[config.mk]
export PLATFORM = sky130hd
export DESIGN_NAME = radar_target_emulator_flat
export DESIGN_NICKNAME = d
export VERILOG_FILES = /design/src/rtl/radar_pkg.sv /design/src/rtl/radar_target_emulator_if.sv /design/src/rtl/radar_target_motion.sv /design/src/rtl/radar_target_emulator.sv /design/src/flat_wrapper.sv
export SDC_FILE = /design/constraint.sdc
export NUM_CORES = 1
export LEC_CHECK = 0
export BUFFER_PORTS_ARGS = -buffer_cell sky130_fd_sc_hd__buf_2
export CORE_MARGIN = 5
export CORE_UTILIZATION = 46
export DETAILED_ROUTE_END_ITERATION = 8
export SETUP_SLACK_MARGIN = 0.1
export SLEW_MARGIN = 15
export SYNTH_ARGS = -nofsm -noshare
export SYNTH_HDL_FRONTEND = slang
export SYNTH_SLANG_ARGS = --single-unit
[constraint.sdc]
create_clock -name CLK -period 7.7 [get_ports CLK]
set_clock_uncertainty 0.15 [all_clocks]
set_input_delay 0.385 -clock CLK [delete_from_list [all_inputs] [get_ports CLK]]
set_output_delay 0.385 -clock CLK [all_outputs]
set_load 0.005 [all_outputs]
[src/rtl/radar_pkg.sv]
// Shared radar definitions: physical constants and the emulator state encoding.
// The state encoding is reused by the tracking-unit bench to decode emu_state.
package radar_pkg;

  localparam int SPEED_OF_LIGHT_MPS = 300000000;
  localparam int US_PER_S           = 1000000;
  localparam int UM_PER_M           = 1000000;

  // One-way range covered per microsecond of round-trip light travel (150 m).
  localparam int RANGE_PER_US_M     = SPEED_OF_LIGHT_MPS / US_PER_S / 2;

  typedef enum logic [2:0] {
    EMU_IDLE    = 3'd0,
    EMU_ARMED   = 3'd1,
    EMU_DELAY   = 3'd2,
    EMU_ECHO    = 3'd3,
    EMU_HOLDOFF = 3'd4
  } emu_state_e;

endpackage

[src/rtl/radar_target_emulator_if.sv]
// Radar interface between a tracking unit (master) and the target emulator (slave).
//   enable               master->slave  emulator answers pulses only when 1
//   target_load          master->slave  load target_init_distance into the range
//   target_init_distance master->slave  initial range, metres
//   closing_speed        master->slave  signed m/s, positive = approaching
//   radar_pulse_trigger  master->slave  radar pulse, level synchronous to CLK
//   radar_echo           slave->master  echo pulse
//   target_distance      slave->master  current range, metres
//   emu_state            slave->master  emulator state
//   echo_count           slave->master  echoes since reset, wrapping
interface radar_target_emulator_if;
  import radar_pkg::*;

  logic               enable;
  logic               target_load;
  logic        [31:0] target_init_distance;
  logic signed [31:0] closing_speed;
  logic               radar_pulse_trigger;
  logic               radar_echo;
  logic        [31:0] target_distance;
  emu_state_e         emu_state;
  logic        [15:0] echo_count;

  modport master (
    output enable, target_load, target_init_distance, closing_speed, radar_pulse_trigger,
    input  radar_echo, target_distance, emu_state, echo_count
  );

  modport slave (
    input  enable, target_load, target_init_distance, closing_speed, radar_pulse_trigger,
    output radar_echo, target_distance, emu_state, echo_count
  );

endinterface

[src/rtl/radar_target_motion.sv]
// Target range model: integrates closing speed in micrometres and steps the
// range by one metre whenever a full metre has accumulated.
//   CLK, RST_N       clock, synchronous active-low reset
//   load             load init_distance and clear the accumulator (wins over motion)
//   init_distance    range to load, metres
//   closing_speed    signed m/s, positive = approaching (range decreases)
//   target_distance  current range, metres, saturating at 0 and 32'hFFFF_FFFF
module radar_target_motion
  import radar_pkg::*;
#(
  parameter int CLK_PERIOD_US = 1,
  parameter int MAX_SPEED     = 999999 / CLK_PERIOD_US
) (
  input  logic               CLK,
  input  logic               RST_N,
  input  logic               load,
  input  logic        [31:0] init_distance,
  input  logic signed [31:0] closing_speed,
  output logic        [31:0] target_distance
);

  logic [32:0] speed_mag;
  logic [31:0] speed_clamped;
  logic [31:0] inc_um;
  logic [32:0] sum_um;
  logic [31:0] acc_um;
  logic        step;
  logic        receding;

  // The clamp keeps inc_um below one metre, so at most one step per cycle.
  // speed_mag is 33 bits so that -2^31 has a representable magnitude.
  always_comb begin
    receding      = closing_speed[31];
    speed_mag     = receding ? (33'd0 - {closing_speed[31], closing_speed})
                             : {1'b0, closing_speed};
    speed_clamped = (speed_mag > 33'(MAX_SPEED)) ? 32'(MAX_SPEED) : speed_mag[31:0];
    inc_um        = speed_clamped * 32'(CLK_PERIOD_US);
    sum_um        = {1'b0, acc_um} + {1'b0, inc_um};
    step          = (sum_um >= 33'(UM_PER_M));
  end

  always_ff @(posedge CLK) begin
    if (!RST_N) begin
      acc_um          <= '0;
      target_distance <= '0;
    end else if (load) begin
      acc_um          <= '0;
      target_distance <= init_distance;
    end else if (step) begin
      acc_um <= 32'(sum_um - 33'(UM_PER_M));
      if (receding) begin
        if (target_distance != 32'hFFFF_FFFF) target_distance <= target_distance + 32'd1;
      end else begin
        if (target_distance != 32'd0) target_distance <= target_distance - 32'd1;
      end
    end else begin
      acc_um <= sum_um[31:0];
    end
  end

endmodule

[src/rtl/radar_target_emulator.sv]
// Radar target emulator: answers a radar pulse with an echo after the
// round-trip delay of a simulated moving target.
//   CLK, RST_N  clock, synchronous active-low reset (aborts any pending echo)
//   bus         radar interface, slave side (pulse in, echo/range/state/count out)
module radar_target_emulator
  import radar_pkg::*;
#(
  parameter int CLK_PERIOD_US = 1,
  parameter int RANGE_STEP_M  = RANGE_PER_US_M * CLK_PERIOD_US,
  parameter int MAX_RANGE_M   = 300000,
  parameter int ECHO_WIDTH    = 2,
  parameter int MAX_SPEED     = 999999 / CLK_PERIOD_US
) (
  input  logic                    CLK,
  input  logic                    RST_N,
  radar_target_emulator_if.slave  bus
);

  localparam int WCNT_W = ($clog2(ECHO_WIDTH) < 1) ? 1 : $clog2(ECHO_WIDTH);

  emu_state_e        state, state_n;
  logic [31:0]       target_distance;
  logic [31:0]       lat_dist;
  logic [32:0]       range_cnt;
  logic [32:0]       range_nxt;
  logic [WCNT_W-1:0] wcnt;
  logic [15:0]       echo_count;
  logic              radar_echo;
  logic              latch_en;
  logic              echo_start;

  radar_target_motion #(
    .CLK_PERIOD_US (CLK_PERIOD_US),
    .MAX_SPEED     (MAX_SPEED)
  ) u_motion (
    .CLK             (CLK),
    .RST_N           (RST_N),
    .load            (bus.target_load),
    .init_distance   (bus.target_init_distance),
    .closing_speed   (bus.closing_speed),
    .target_distance (target_distance)
  );

  always_ff @(posedge CLK) begin
    if (!RST_N) state <= EMU_IDLE;
    else        state <= state_n;
  end

  // The echo edge is the first DELAY edge whose updated range_cnt covers
  // lat_dist; with range_cnt starting at 0 this gives max(1, ceil(lat/step)).
  always_comb begin
    state_n    = state;
    range_nxt  = range_cnt + 33'(RANGE_STEP_M);
    case (state)
      EMU_IDLE:
        if (bus.enable && bus.radar_pulse_trigger) state_n = EMU_ARMED;
      EMU_ARMED:
        if (!bus.enable)                   state_n = EMU_IDLE;
        else if (!bus.radar_pulse_trigger) state_n = EMU_DELAY;
      EMU_DELAY:
        if (!bus.enable)                          state_n = EMU_IDLE;
        else if (lat_dist > 32'(MAX_RANGE_M))     state_n = EMU_HOLDOFF;
        else if (range_nxt >= {1'b0, lat_dist})   state_n = EMU_ECHO;
      EMU_ECHO:
        if (wcnt == WCNT_W'(ECHO_WIDTH - 1)) state_n = EMU_HOLDOFF;
      EMU_HOLDOFF:
        if (!bus.radar_pulse_trigger) state_n = EMU_IDLE;
      default:
        state_n = EMU_IDLE;
    endcase
    latch_en   = (state == EMU_ARMED) && (state_n == EMU_DELAY);
    echo_start = (state != EMU_ECHO) && (state_n == EMU_ECHO);
  end

  // Range latched here is the pre-motion value of this edge, and a later
  // target_load cannot disturb it.
  always_ff @(posedge CLK) begin
    if (!RST_N) begin
      lat_dist   <= '0;
      range_cnt  <= '0;
      wcnt       <= '0;
      echo_count <= '0;
      radar_echo <= 1'b0;
    end else begin
      if (latch_en) begin
        lat_dist  <= target_distance;
        range_cnt <= '0;
      end else if (state == EMU_DELAY) begin
        range_cnt <= range_nxt;
      end
      if (echo_start) begin
        wcnt       <= '0;
        echo_count <= echo_count + 16'd1;
      end else if (state == EMU_ECHO) begin
        wcnt <= wcnt + WCNT_W'(1);
      end
      radar_echo <= (state_n == EMU_ECHO);
    end
  end

  assign bus.radar_echo      = radar_echo;
  assign bus.target_distance = target_distance;
  assign bus.emu_state       = state;
  assign bus.echo_count      = echo_count;

endmodule

[src/flat_wrapper.sv]
// flat-port wrapper written by rule: the top's interface ports become plain ports
module radar_target_emulator_flat import radar_pkg::*;
#(
  parameter int CLK_PERIOD_US = 1,
  parameter int RANGE_STEP_M  = RANGE_PER_US_M * CLK_PERIOD_US,
  parameter int MAX_RANGE_M   = 300000,
  parameter int ECHO_WIDTH    = 2,
  parameter int MAX_SPEED     = 999999 / CLK_PERIOD_US
)
  (CLK, RST_N, bus_enable, bus_target_load, bus_target_init_distance, bus_closing_speed, bus_radar_pulse_trigger, bus_radar_echo, bus_target_distance, bus_emu_state, bus_echo_count);
  radar_target_emulator_if bus_i ();
  input  logic CLK;
  input  logic RST_N;
  input wire logic [$bits(bus_i.enable)-1:0] bus_enable;
  input wire logic [$bits(bus_i.target_load)-1:0] bus_target_load;
  input wire logic [$bits(bus_i.target_init_distance)-1:0] bus_target_init_distance;
  input wire logic [$bits(bus_i.closing_speed)-1:0] bus_closing_speed;
  input wire logic [$bits(bus_i.radar_pulse_trigger)-1:0] bus_radar_pulse_trigger;
  output wire logic [$bits(bus_i.radar_echo)-1:0] bus_radar_echo;
  output wire logic [$bits(bus_i.target_distance)-1:0] bus_target_distance;
  output wire logic [$bits(bus_i.emu_state)-1:0] bus_emu_state;
  output wire logic [$bits(bus_i.echo_count)-1:0] bus_echo_count;
  assign bus_i.enable = bus_enable;
  assign bus_i.target_load = bus_target_load;
  assign bus_i.target_init_distance = bus_target_init_distance;
  assign bus_i.closing_speed = bus_closing_speed;
  assign bus_i.radar_pulse_trigger = bus_radar_pulse_trigger;
  assign bus_radar_echo = bus_i.radar_echo;
  assign bus_target_distance = bus_i.target_distance;
  assign bus_emu_state = bus_i.emu_state;
  assign bus_echo_count = bus_i.echo_count;
  radar_target_emulator #(.CLK_PERIOD_US(CLK_PERIOD_US), .RANGE_STEP_M(RANGE_STEP_M), .MAX_RANGE_M(MAX_RANGE_M), .ECHO_WIDTH(ECHO_WIDTH), .MAX_SPEED(MAX_SPEED)) u_core (.CLK(CLK), .RST_N(RST_N), .bus(bus_i));
endmodule
==> results of run 1 <==
-- worst max path at each step --
stage | start | endpoint
after floorplan | bus_closing_speed[8] | u_core.u_motion.target_distance[0]
after global placement | bus_closing_speed[8] | u_core.u_motion.target_distance[31]
after detailed placement | bus_closing_speed[6] | u_core.u_motion.target_distance[31]
after CTS | bus_closing_speed[6] | u_core.u_motion.target_distance[30]
after global routing | bus_closing_speed[6] | u_core.u_motion.acc_um[28]
final | bus_closing_speed[6] | u_core.u_motion.acc_um[16]
-- sequential cells by signal (all words and copies together) (netlist names) --
register and flops:
u_core.bus.echo_count 16, u_core.bus.emu_state 3, u_core.bus.radar_echo 1, u_core.lat_dist 32, u_core.range_cnt 32, u_core.u_motion.acc_um 32, u_core.u_motion.target_distance 32, u_core.wcnt 1
-- routing by layer --
metal  track usage  vias up  routed length, um
li1              -     5996                  -
met1         0.280     5500              15300
met2         0.382      247              16600
met3        0.0419       34               1580
met4        0.0555        0                595
met5             0        -                  0
-- metrics by stage --
| step | utilization | instance area [sq um] |
|---|---|---|
| after detailed placement | 0.506 | 13200 |
| after global placement | 0.506 | 13200 |
| after global routing | 0.530 | 13900 |
| final | 0.530 | 13900 |
| after floorplan | - | 12300 |
| after CTS | 0.529 | 13800 |
-- Yosys cell counts (4+ instances only) --
library cell and count:
a21o_1 37, and4_1 6, nor2_1 128, o2111ai_1 4
o21ai_0 93, nand2b_1 29, nand4_1 42, mux2i_1 27
nor4_1 20, buf_4 4, o21a_1 20, and3_1 16
a31o_2 4, nor3b_1 7, nor3_1 36, ha_1 98
a31oi_1 13, a211oi_1 26, nand3_1 41, clkbuf_1 48
or4_1 6, buf_2 14, o21bai_1 11, inv_1 63
nand2_1 174, or3_1 23, buf_1 4, o211ai_1 22
xnor2_1 87, a21oi_1 122, dfxtp_1 149, a211o_1 6
o31ai_1 16, nor2b_1 14, a21boi_0 38, o41ai_1 5
nand3b_1 4, xor2_1 54, and2_1 21
-- cell usage in the layout, fill, tap and decap left out, drive strengths merged, types with 7 or more instances in the layout --
| master | count |
|---|---|
| and2 | 21 |
| o31ai | 16 |
| and3 | 16 |
| clkbuf | 17 |
| nand2b | 29 |
| a21o | 37 |
| nor3b | 9 |
| nor2b | 14 |
| ha | 98 |
| xor2 | 54 |
| a21boi | 39 |
| a31oi | 13 |
| buf | 148 |
| nand4 | 42 |
| a211oi | 27 |
| o21bai | 11 |
| o211ai | 22 |
| nand3 | 41 |
| inv | 71 |
| o21ai | 94 |
| nand2 | 174 |
| mux2i | 27 |
| nor4 | 21 |
| conb | 12 |
| dfxtp | 149 |
| a21oi | 122 |
| or4 | 7 |
| xnor2 | 87 |
| or3 | 25 |
| nor2 | 128 |
| nor3 | 36 |
| o21a | 20 |
-- power groups by stage --
stage	clock network [mW]	registers [mW]	logic, mW
global route	0.920	0.911	1.57
global placement	0	0.920	1.38
finish	0.869	0.903	1.40
floorplan	0	0.891	1.07
detailed placement	0	0.919	1.38
CTS	0.890	0.903	1.39
-- area by class of cell --
cell class              instances  share of cell area
multi-input cells            1324               0.635
flip-flops and latches        149               0.215
repair buffers                148              0.0585
clock buffers                  17              0.0307
well taps                     335              0.0302
inverters                      64              0.0173
clock inverters                15              0.0133
-- what timing repair did --
| item | CTS | global route |
|---|---|---|
| endpoints found under the hold margin | 0 | 0 |
| setup buffers | 0 | 4 |
| hold buffers | 0 | 0 |
| endpoints found under the setup margin | 0 | 13 |
-- kinds of logic (layout without fill, tap and decap cells) --
group	Yosys count	in the layout	synth area share
mux	30	30	0.0248
other cells	1	12	0.000306
compound gates	456	456	0.243
flops	149	149	0.243
buf+inv	135	244	0.0446
xor+xnor	141	141	0.101
simple gates	585	585	0.240
fa+ha+maj	100	100	0.103
-- critical path, stage by stage --
cell and delay (ns):
buf_2 0.13, or3_1 0.45, or3_4 0.44, or3_4 0.38, or4_4 0.51, nor3b_2 0.19, a21o_1 0.10, a32oi_1 0.13
nor4_4 0.36, o31a_4 0.29, nand2_1 0.08, ha_1 0.22, fa_1 0.43, a211oi_1 0.30, o21a_1 0.29, a211o_1 0.23
a21oi_1 0.08, o41ai_1 0.49, xor2_1 0.37, nand4_1 0.28, nor4b_4 0.44, buf_4 0.27, nand2_1 0.13, and3_1 0.21
o21a_1 0.16
==> metrics.md, run 1 <==
| Metric | Value |
|---|---|
| Hpwl dp | 26.0 mm |
| Fin. max-slew vios | 0 |
| Worst-Margin Slew | slightly below 1 ns |
| Synth top area share | 0.243 |
| Int Power | about 1.9 mW |
| Total Neg Setup Slack | 0 ns |
| Mapped Area | 12300 sq um |
| Initial DRC count | about 700 |
| Clock latency on the worst-skew pair | roughly 0.44 ns |
| Final count of negative-setup-slack endpoints | 0 |
| Worst Path Max Fanout | 19 |
| Cell variety after synth | 82 |
| Register bit total from synthesis | 149 |
| YS warnings | 0 |
| Buffers on Ports | 120 |
| FILL cells | around 2600 |
| Unrepaired setup endpoints after global routing | false |
| Htree depth | 4 |
| Post-CTS resize count | 0 |
| GRT overflow | 0 |
| Worst hold path class | in -> reg |
| NetSw | 1.29 mW |
| 1st-pass router iterations | 5 |
| Final Hold Viols | 0 |
| Hold_sp | bus_target_init_distance[22] |
| Worst path required time | 7.87 ns |
| Sw Ratio | 0.407 |
| Pre-CTS setup slack | 0.110 ns |
| RR Startpoint | u_core.range_cnt[1] |
| GRT Util Overall | 0.219 |
| Async set-or-reset flop fraction in the synthesized netlist | 0 |
| Clk buf depth | 2 |
| Initial antenna violation count | 0 |
| Storage cell area | 2980 sq um |
| Chip width | between 150 and 200 um |
| P_leak | just under 6 nW |
| Multi-input logic area | 8800 sq um |
| Total Wirelength | 34.0 mm |
| Critical path class | in -> reg |
| Num ports | about 120 |
| Max Fclk | between 0.1 and 0.15 GHz |
| Die height | approximately 170 um |
| Worst path arrival time | ~7.3 ns |
| Sink Count | between 100 and 150 |
| Setup ws final | 0.545 ns |
| Root buf cell | clkbuf_16 |
| Clock network fraction of total power | 0.274 |
| Final non-filler cell total | 2052 |
| Via-to-Cell Ratio | 5.74 |
| Combinational Power Share | 0.442 |
| Initial Utilization | 0.469 |
| Mapped Cells | about 1600 |
| EDFF count, synth | 0 |
| RePlAce Congestion | 0.885 |
| P&R area growth vs syn | 13.0% |
| Max Cap Viol | 0 |
| Syn Area/Cell | 7.68 sq um |
| Nets | between 1500 and 2000 |
| Critical Path Sink Type | flop |
| PwrDens | between 200 and 250 nW/um^2 |
| Synth area leaders | dfxtp_1 (24%), ha_1 (10%), xnor2_1 (6.2%) |
| Maximum vdd drop | about 140 uV |
| Worst Setup Start Kind | input pin |
| Synth area leader | dfxtp_1 |
| ANT nets after route | 0 |
| Avg WL per Cell | roughly 17 um |
| Status | completed |
| Number of placement rows | between 50 and 60 |
| Pwr Total | 3.17 mW |
| DRC errors left | 0 |
| RR Endpoint | u_core.bus.echo_count[11] |
| Sequential area share after synthesis | 0.243 |
| ANT cells | 0 |
| DR vias | 11777 |
| First-pass GRT wire length | 55.9 mm |
| Cells on Worst Hold Path | 3 |
| CTS tree | built |
| Cells after DPL | 2016 |
| Worst hold slack | 0.0557 ns |
| Core area | around 26000 sq um |
| Slew headroom | 0.337 |
| Sequential Power Share | 0.284 |
| Fraction of layout cells with a size suffix above 1 | 0.122 |
| Final min period | approximately 7.2 ns |
| Tcrit/Tclk final | 0.929 |
| Die ar. | between 30000 and 40000 sq um |
| Top FF cell, synth | dfxtp_1 |
| R2R depth | 21 |
| CTS buffer count | 17 |
| Clk slew on worst S/H paths | 0.08 ns |
| Reg-to-reg slack, setup | approximately 2.5 ns |
| Hold EP | u_core.u_motion.target_distance[22] |
| Largest net degree at the start of global routing | 54 |
| Vias in the first global route | 11373 |
(Power assumes the default switching activity.)
==> inputs of run 2 (changes only) <==
==> constraint.sdc (replaced) <==
create_clock -name CLK -period 7.4 [get_ports CLK]
set_clock_uncertainty 0.15 [all_clocks]
set_input_delay 0.37 -clock CLK [delete_from_list [all_inputs] [get_ports CLK]]
set_output_delay 0.37 -clock CLK [all_outputs]
set_load 0.005 [all_outputs]
==> metrics.md, run 2 (synthesis results as in run 1) <==
| Metric | Value |
|---|---|
| Die ar. | 30000 sq um (unchanged) |
| RR Startpoint | u_core.range_cnt[12] |
| Maximum vdd drop | 124 uV (-9.4%) |
| Hold EP | u_core.u_motion.target_distance[22] |
| Worst path arrival time | 7.05 ns (-0.28 ns) |
| Pre-CTS setup slack | -0.0408 ns (-0.151 ns) |
| NetSw | 1.36 mW (+5.5%) |
| Hold_sp | bus_target_init_distance[22] |
| GRT Util Overall | 0.225 (+0.00597) |
| Initial DRC count | 762 (+6.7%) |
| Largest net degree at the start of global routing | 79 (+46%) |
| Final Hold Viols | 0 (unchanged) |
| Combinational Power Share | 0.446 (+0.004) |
| P_leak | 5.93 nW (+0.94%) |
| GRT overflow | 0 (unchanged) |
| DRC errors left | 0 (unchanged) |
| Worst path depth | 26 (+4.0%) |
| Vias in the first global route | 11556 (+1.6%) |
| Fraction of layout cells with a size suffix above 1 | 0.129 (+0.00631) |
| Total Wirelength | 34.6 mm (+1.6%) |
| Worst Setup Start Kind | input pin |
| Cells on Worst Hold Path | 3 (unchanged) |
| Int Power | 1.99 mW (+5.5%) |
| Sequential Power Share | 0.282 (-0.002) |
| Critical path class | in -> reg |
| Root buf cell | clkbuf_16 |
| Clk slew on worst S/H paths | 0.08 ns (about the same) |
| Initial Utilization | 0.469 (unchanged) |
| Status | completed |
| Most frequent cells in the layout | nand2_1 (174), dfxtp_1 (149), nor2_1 (128) |
| Worst-Margin Slew | 1.09 ns (+0.101 ns) |
| Post-Place Cell Area | 13300 sq um (+0.57%) |
| Max Fclk | around 0.14 GHz |
| Sink Count | 149 (unchanged) |
| DR vias | 11868 (+0.77%) |
| Max stage delay cell, worst path | o21ai_0 |
| CTS tree | built |
| Initial antenna violation count | 1 (+1) |
| Nets | 1882 (+0.48%) |
| Commonest non-fill, non-tap cell in the layout | nand2_1 |
| Fin. max-slew vios | 0 (unchanged) |
| Die height | 173 um (unchanged) |
| RR Endpoint | u_core.bus.echo_count[11] |
| CTS buffer count | 17 (unchanged) |
| First-pass GRT wire length | 57.5 mm (+2.8%) |
| Worst path required time | 7.55 ns (-0.32 ns) |
| Clock network fraction of total power | 0.272 (-0.002) |
| Final min period | around 7 ns |
| Avg WL per Cell | 16.8 um (+1.1%) |
| Worst Path Max Fanout | 15 (-4) |
| Buffers on Ports | 120 (unchanged) |
| Chip width | 173 um (unchanged) |
| ANT cells | 0 (unchanged) |
| R2R depth | 19 (-9.5%) |
| Reg-to-reg slack, setup | 2.22 ns (-0.23 ns) |
| Bufs and invs on worst path | 4 (+2) |
| Max Cap Viol | 0 (unchanged) |
| Final count of negative-setup-slack endpoints | 0 (unchanged) |
| Num ports | 121 (unchanged) |
| Hpwl dp | 26.2 mm (+0.58%) |
| PwrDens | 240 nW/um^2 (+4.8%) |
| Setup ws final | 0.495 ns (-0.0497 ns) |
| Worst hold slack | 0.0411 ns (-0.0147 ns) |
| Critical Path Sink Type | flop |
| Hold buffer count at cts | 0 (unchanged) |
| Crit-path max cell delay | 0.62 ns (+0.11 ns) |
| Worst hold path class | in -> reg |
| Clk buf depth | 2 (unchanged) |
| Tcrit/Tclk final | 0.933 |
| RePlAce Congestion | 0.954 (+7.8%) |
| Pwr Total | 3.35 mW (+5.5%) |
| Core area | 26100 sq um (unchanged) |
| Slew headroom | 0.269 (-0.0680) |
| Number of placement rows | 59 (unchanged) |
| Family with the most delay on the worst path | simple AND/OR/NAND/NOR gates |
| Via-to-Cell Ratio | 5.76 (+0.33%) |
| 1st-pass router iterations | 5 (unchanged) |
| Design area | 14000 sq um (+0.65%) |
| Clock latency on the worst-skew pair | 0.44 ns (about the same) |
| Unrepaired setup endpoints after global routing | true |
| Htree depth | 4 (unchanged) |
| FILL cells | 2579 (-2.2%) |
| Sw Ratio | 0.406 (about the same) |
| ANT nets after route | 0 (unchanged) |
| P&R area growth vs syn | 13.7% |
run 2: timing repair:
item,4_1_cts,5_1_grt
endpoints found under the setup margin,0,42
resized for setup,0,3
buffers inserted,0,3
run 2: final cells by class:
cell class                 instances  area (sq um)  share of cell area
multi-input combinational       1324          8810               0.632
sequential                       149          2980               0.214
timing repair buffer             157           891              0.0639
clock buffer                      17           425              0.0305
tap                              335           419              0.0300
inverter                          64           240              0.0172
clock inverter                    15           179              0.0128
run 2: per-layer routing:
| metal | wire length, um | GRT usage | vias up | part of all wire |
|---|---|---|---|---|
| met1 | 15400 | 0.288 | 5535 | 0.45 |
| met3 | 1840 | 0.0475 | 54 | 0.053 |
| met4 | 726 | 0.0645 | 2 | 0.021 |
| met5 | 13 | 0 | - | 0.00038 |
| met2 | 16600 | 0.385 | 273 | 0.48 |
| li1 | - | - | 6004 | - |
run 2: how the worst max path moves through the flow:
stage | startpoint | end | slack [ns]
final | bus_closing_speed[6] | u_core.u_motion.target_distance[8] | 0.49
after global routing | bus_closing_speed[4] | u_core.u_motion.target_distance[30] | 0.07
after CTS | bus_closing_speed[4] | u_core.u_motion.target_distance[30] | 0.40
after detailed placement | bus_closing_speed[4] | u_core.u_motion.target_distance[30] | -0.04
after global placement | bus_closing_speed[4] | u_core.u_motion.target_distance[19] | 0.08
after floorplan | bus_closing_speed[8] | u_core.u_motion.target_distance[0] | 0.69
run 2: worst register-to-register path, delay by kind of cell, from the launching register on:
family | cells | cell delay [ns]
fa+ha+maj | 1 | 0.29
flops | 1 | 0.45
compound gates | 4 | 1.30
xor+xnor | 1 | 0.21
simple gates | 13 | 2.67
run 2: power groups by stage:
stage / Sequential [mW] / Clock, mW / Combinational, mW
after global placement: 0.960 / 0 / 1.47
after global routing: 0.949 / 0.958 / 1.67
after detailed placement: 0.960 / 0 / 1.47
after CTS: 0.942 / 0.925 / 1.48
final: 0.943 / 0.911 / 1.50
after floorplan: 0.928 / 0 / 1.12
run 2: metrics by stage:
| stage | std cells | util | TNS, ns |
|---|---|---|---|
| 2_1_floorplan | 1608 | - | 0 |
| 3_3_place_gp | 2026 | 0.509 | 0 |
| 3_5_place_dp | 2026 | 0.509 | -0.354 |
| 4_1_cts | 2058 | 0.532 | 0 |
| 5_1_grt | 2061 | 0.534 | 0 |
| 6_report | 2061 | 0.534 | 0 |
==> inputs of run 3 (changes only) <==
--- a/config.mk
+++ b/config.mk
@@ -9,6 +9,7 @@
 export CORE_MARGIN = 5
 export CORE_UTILIZATION = 46
 export DETAILED_ROUTE_END_ITERATION = 8
+export PLACE_DENSITY = 0.65
 export SETUP_SLACK_MARGIN = 0.1
 export SLEW_MARGIN = 15
 export SYNTH_ARGS = -nofsm -noshare
==> metrics.md, run 3 (synthesis results as in run 1) <==
| Metric | Value |
|---|---|
| Hpwl dp | 26.0 mm (-0.78%) |
| Htree depth | 4 (unchanged) |
| Tcrit/Tclk final | 0.928 (-0.00469) |
| Sink Count | 149 (unchanged) |
| Worst-Margin Slew | 1.12 ns (+0.0225 ns) |
| Number of placement rows | 59 (unchanged) |
| Pre-CTS setup slack | 0.0312 ns (+0.0720 ns) |
| Core area | 26100 sq um (unchanged) |
| ANT nets after route | 0 (unchanged) |
| GRT Util Overall | 0.219 (-0.00610) |
| Largest net degree at the start of global routing | 66 (-16%) |
| Clk slew on worst S/H paths | 0.08 ns (about the same) |
| Root buf cell | clkbuf_16 |
| P_leak | 5.90 nW (-0.58%) |
| Final min period | 6.87 ns (-0.0347 ns) |
| Status | completed |
| P&R area growth vs syn | 13.3% |
| Setup ws final | 0.529 ns (+0.0347 ns) |
| Maximum vdd drop | 155 uV (+25%) |
| Multi-input logic area | 8800 sq um (about the same) |
| Clk buf depth | 2 (unchanged) |
| Unrepaired setup endpoints after global routing | true |
| Worst Path Max Fanout | 19 (+4) |
| Sw Ratio | 0.411 (+0.00425) |
| Vias in the first global route | 11226 (-2.9%) |
| Total Neg Setup Slack | 0 ns (unchanged) |
| Worst path arrival time | 7.05 ns (about the same) |
| Chip width | 173 um (unchanged) |
| PwrDens | 240 nW/um^2 (about the same) |
| Worst path required time | 7.58 ns (+0.03 ns) |
| Max Cap Viol | 0 (unchanged) |
| Via-to-Cell Ratio | 5.75 (-0.15%) |
| Nets | 1875 (-0.37%) |
| Buffers on Ports | 120 (unchanged) |
| 1st-pass router iterations | 5 (unchanged) |
| Cells on Worst Hold Path | 3 (unchanged) |
| Final Hold Viols | 0 (unchanged) |
| Avg WL per Cell | 16.5 um (-1.5%) |
| Int Power | 1.97 mW (-1.1%) |
| Reg-to-reg slack, setup | 2.18 ns (-0.04 ns) |
| Die height | 173 um (unchanged) |
| Initial DRC count | 820 (+7.6%) |
| First-pass GRT wire length | 56.0 mm (-2.6%) |
| FILL cells | 2535 (-1.7%) |
| Worst hold path class | in -> reg |
| Most frequent cells in the layout | nand2_1 (174), dfxtp_1 (149), nor2_1 (128) |
| Met2 usage | 0.362 (-0.0235) |
| R2R depth | 19 (unchanged) |
| RePlAce Congestion | 0.907 (-5.0%) |
| RR Startpoint | u_core.range_cnt[12] |
| Initial antenna violation count | 3 (+2) |
| Hold_sp | bus_target_init_distance[22] |
| M1 GR Usage | 0.296 (+0.00824) |
| RR Endpoint | u_core.bus.echo_count[11] |
| Die ar. | 30000 sq um (unchanged) |
| DRC errors left | 0 (unchanged) |
| Worst Setup Start Kind | input pin |
| Initial Utilization | 0.469 (unchanged) |
| Storage cell area | 2980 sq um (unchanged) |
| GRT overflow | 0 (unchanged) |
| Clock latency on the worst-skew pair | 0.43 ns (about the same) |
| GRT Max-Usage Layer | met2 |
| Total Wirelength | 34.0 mm (-1.7%) |
| Fraction of layout cells with a size suffix above 1 | 0.124 (-0.00471) |
| Commonest non-fill, non-tap cell in the layout | nand2_1 |
| Max Fclk | 0.146 GHz (+0.50%) |
| NetSw | 1.37 mW (+0.69%) |
| Critical path class | in -> reg |
| Fin. max-slew vios | 0 (unchanged) |
| Combinational Power Share | 0.450 (+0.004) |
| Final count of negative-setup-slack endpoints | 0 (unchanged) |
| Clock network fraction of total power | 0.269 (-0.003) |
| Sequential Power Share | 0.281 (about the same) |
| Critical Path Sink Type | flop |
| Hold EP | u_core.u_motion.target_distance[22] |
| DR vias | 11821 (-0.40%) |
| Slew headroom | 0.254 (-0.0151) |
| CTS tree | built |
| CTS buffer count | 17 (unchanged) |
| Num ports | 121 (unchanged) |
| Met3 usage | 0.0414 (-0.00611) |
[run 3: changes by cell type in the layout (fill, tap and decap cells not counted), moves of 2 or more]
cell        before  now
buf_4           36   30
clkinvlp_4       2    0
diode_2          0    2
clkinv_8         3    6
[run 3: layout make-up]
| cell class | count | area share |
|---|---|---|
| multi-input combinational | 1324 | 0.634 |
| sequential | 149 | 0.215 |
| timing repair buffer | 150 | 0.0594 |
| clock buffer | 18 | 0.0316 |
| tap | 335 | 0.0302 |
| inverter | 64 | 0.0173 |
| clock inverter | 14 | 0.0128 |
| antenna | 2 | 0.000360 |
[run 3: worst max-delay path by stage]
stage,endpoint,startpoint,depth (start not counted)
after floorplan,u_core.u_motion.target_distance[0],bus_closing_speed[8],26
after global placement,u_core.u_motion.acc_um[16],bus_closing_speed[4],26
after detailed placement,u_core.u_motion.acc_um[16],bus_closing_speed[4],26
after CTS,u_core.u_motion.acc_um[16],bus_closing_speed[4],26
after global routing,u_core.u_motion.acc_um[16],bus_closing_speed[6],25
final,u_core.u_motion.acc_um[16],bus_closing_speed[8],25
[run 3: per-layer routing]
layer / vias to the layer above / routed length, um
met5: - / 7
met4: 2 / 670
met3: 48 / 2000
met2: 291 / 15500
met1: 5482 / 15800
li1: 5998 / -
[run 3: stage by stage]
step	hold slack (ns)	util	instance area, sq um	cells	total power [mW]
after CTS	0.0452	0.531	13900	2053	3.33
after detailed placement	0.309	0.507	13300	2021	2.42
after global routing	0.0540	0.532	13900	2056	3.57
final	0.0534	0.532	13900	2056	3.34
after floorplan	0.293	-	12300	1608	2.04
after global placement	0.303	0.507	13300	2021	2.41
[run 3: power groups by stage]
stage	registers [mW]	logic, mW	clock network, mW
after floorplan	0.928	1.12	0
final	0.938	1.50	0.899
after global routing	0.944	1.67	0.954
after CTS	0.938	1.48	0.914
after global placement	0.955	1.45	0
after detailed placement	0.956	1.46	0
[run 3: worst max-delay path, stage by stage]
cell and delay [ns]:
buf_2 0.12, or3_1 0.39, or3_4 0.42, or3_4 0.37, or4_4 0.51, nor3b_2 0.19
a21o_1 0.10, a32oi_1 0.13, nor4_4 0.34, o31a_4 0.30, nand2_1 0.08, ha_1 0.22
fa_1 0.44, a211oi_1 0.27, o21a_1 0.28, a21oi_1 0.17, o211ai_1 0.35, a211oi_2 0.17
nor4b_4 0.39, nand4_1 0.25, nor4b_4 0.37, buf_4 0.30, nand2_1 0.16, and3_1 0.20
o21a_1 0.16
[run 3: what timing repair did]
| action | 4_1_cts | 5_1_grt |
|---|---|---|
| endpoints found under the setup margin | 0 | 49 |
| endpoints found under the hold margin | 0 | 0 |
| hold buffers | 0 | 0 |
| buffers inserted | 0 | 1 |
| resized for setup | 0 | 1 |
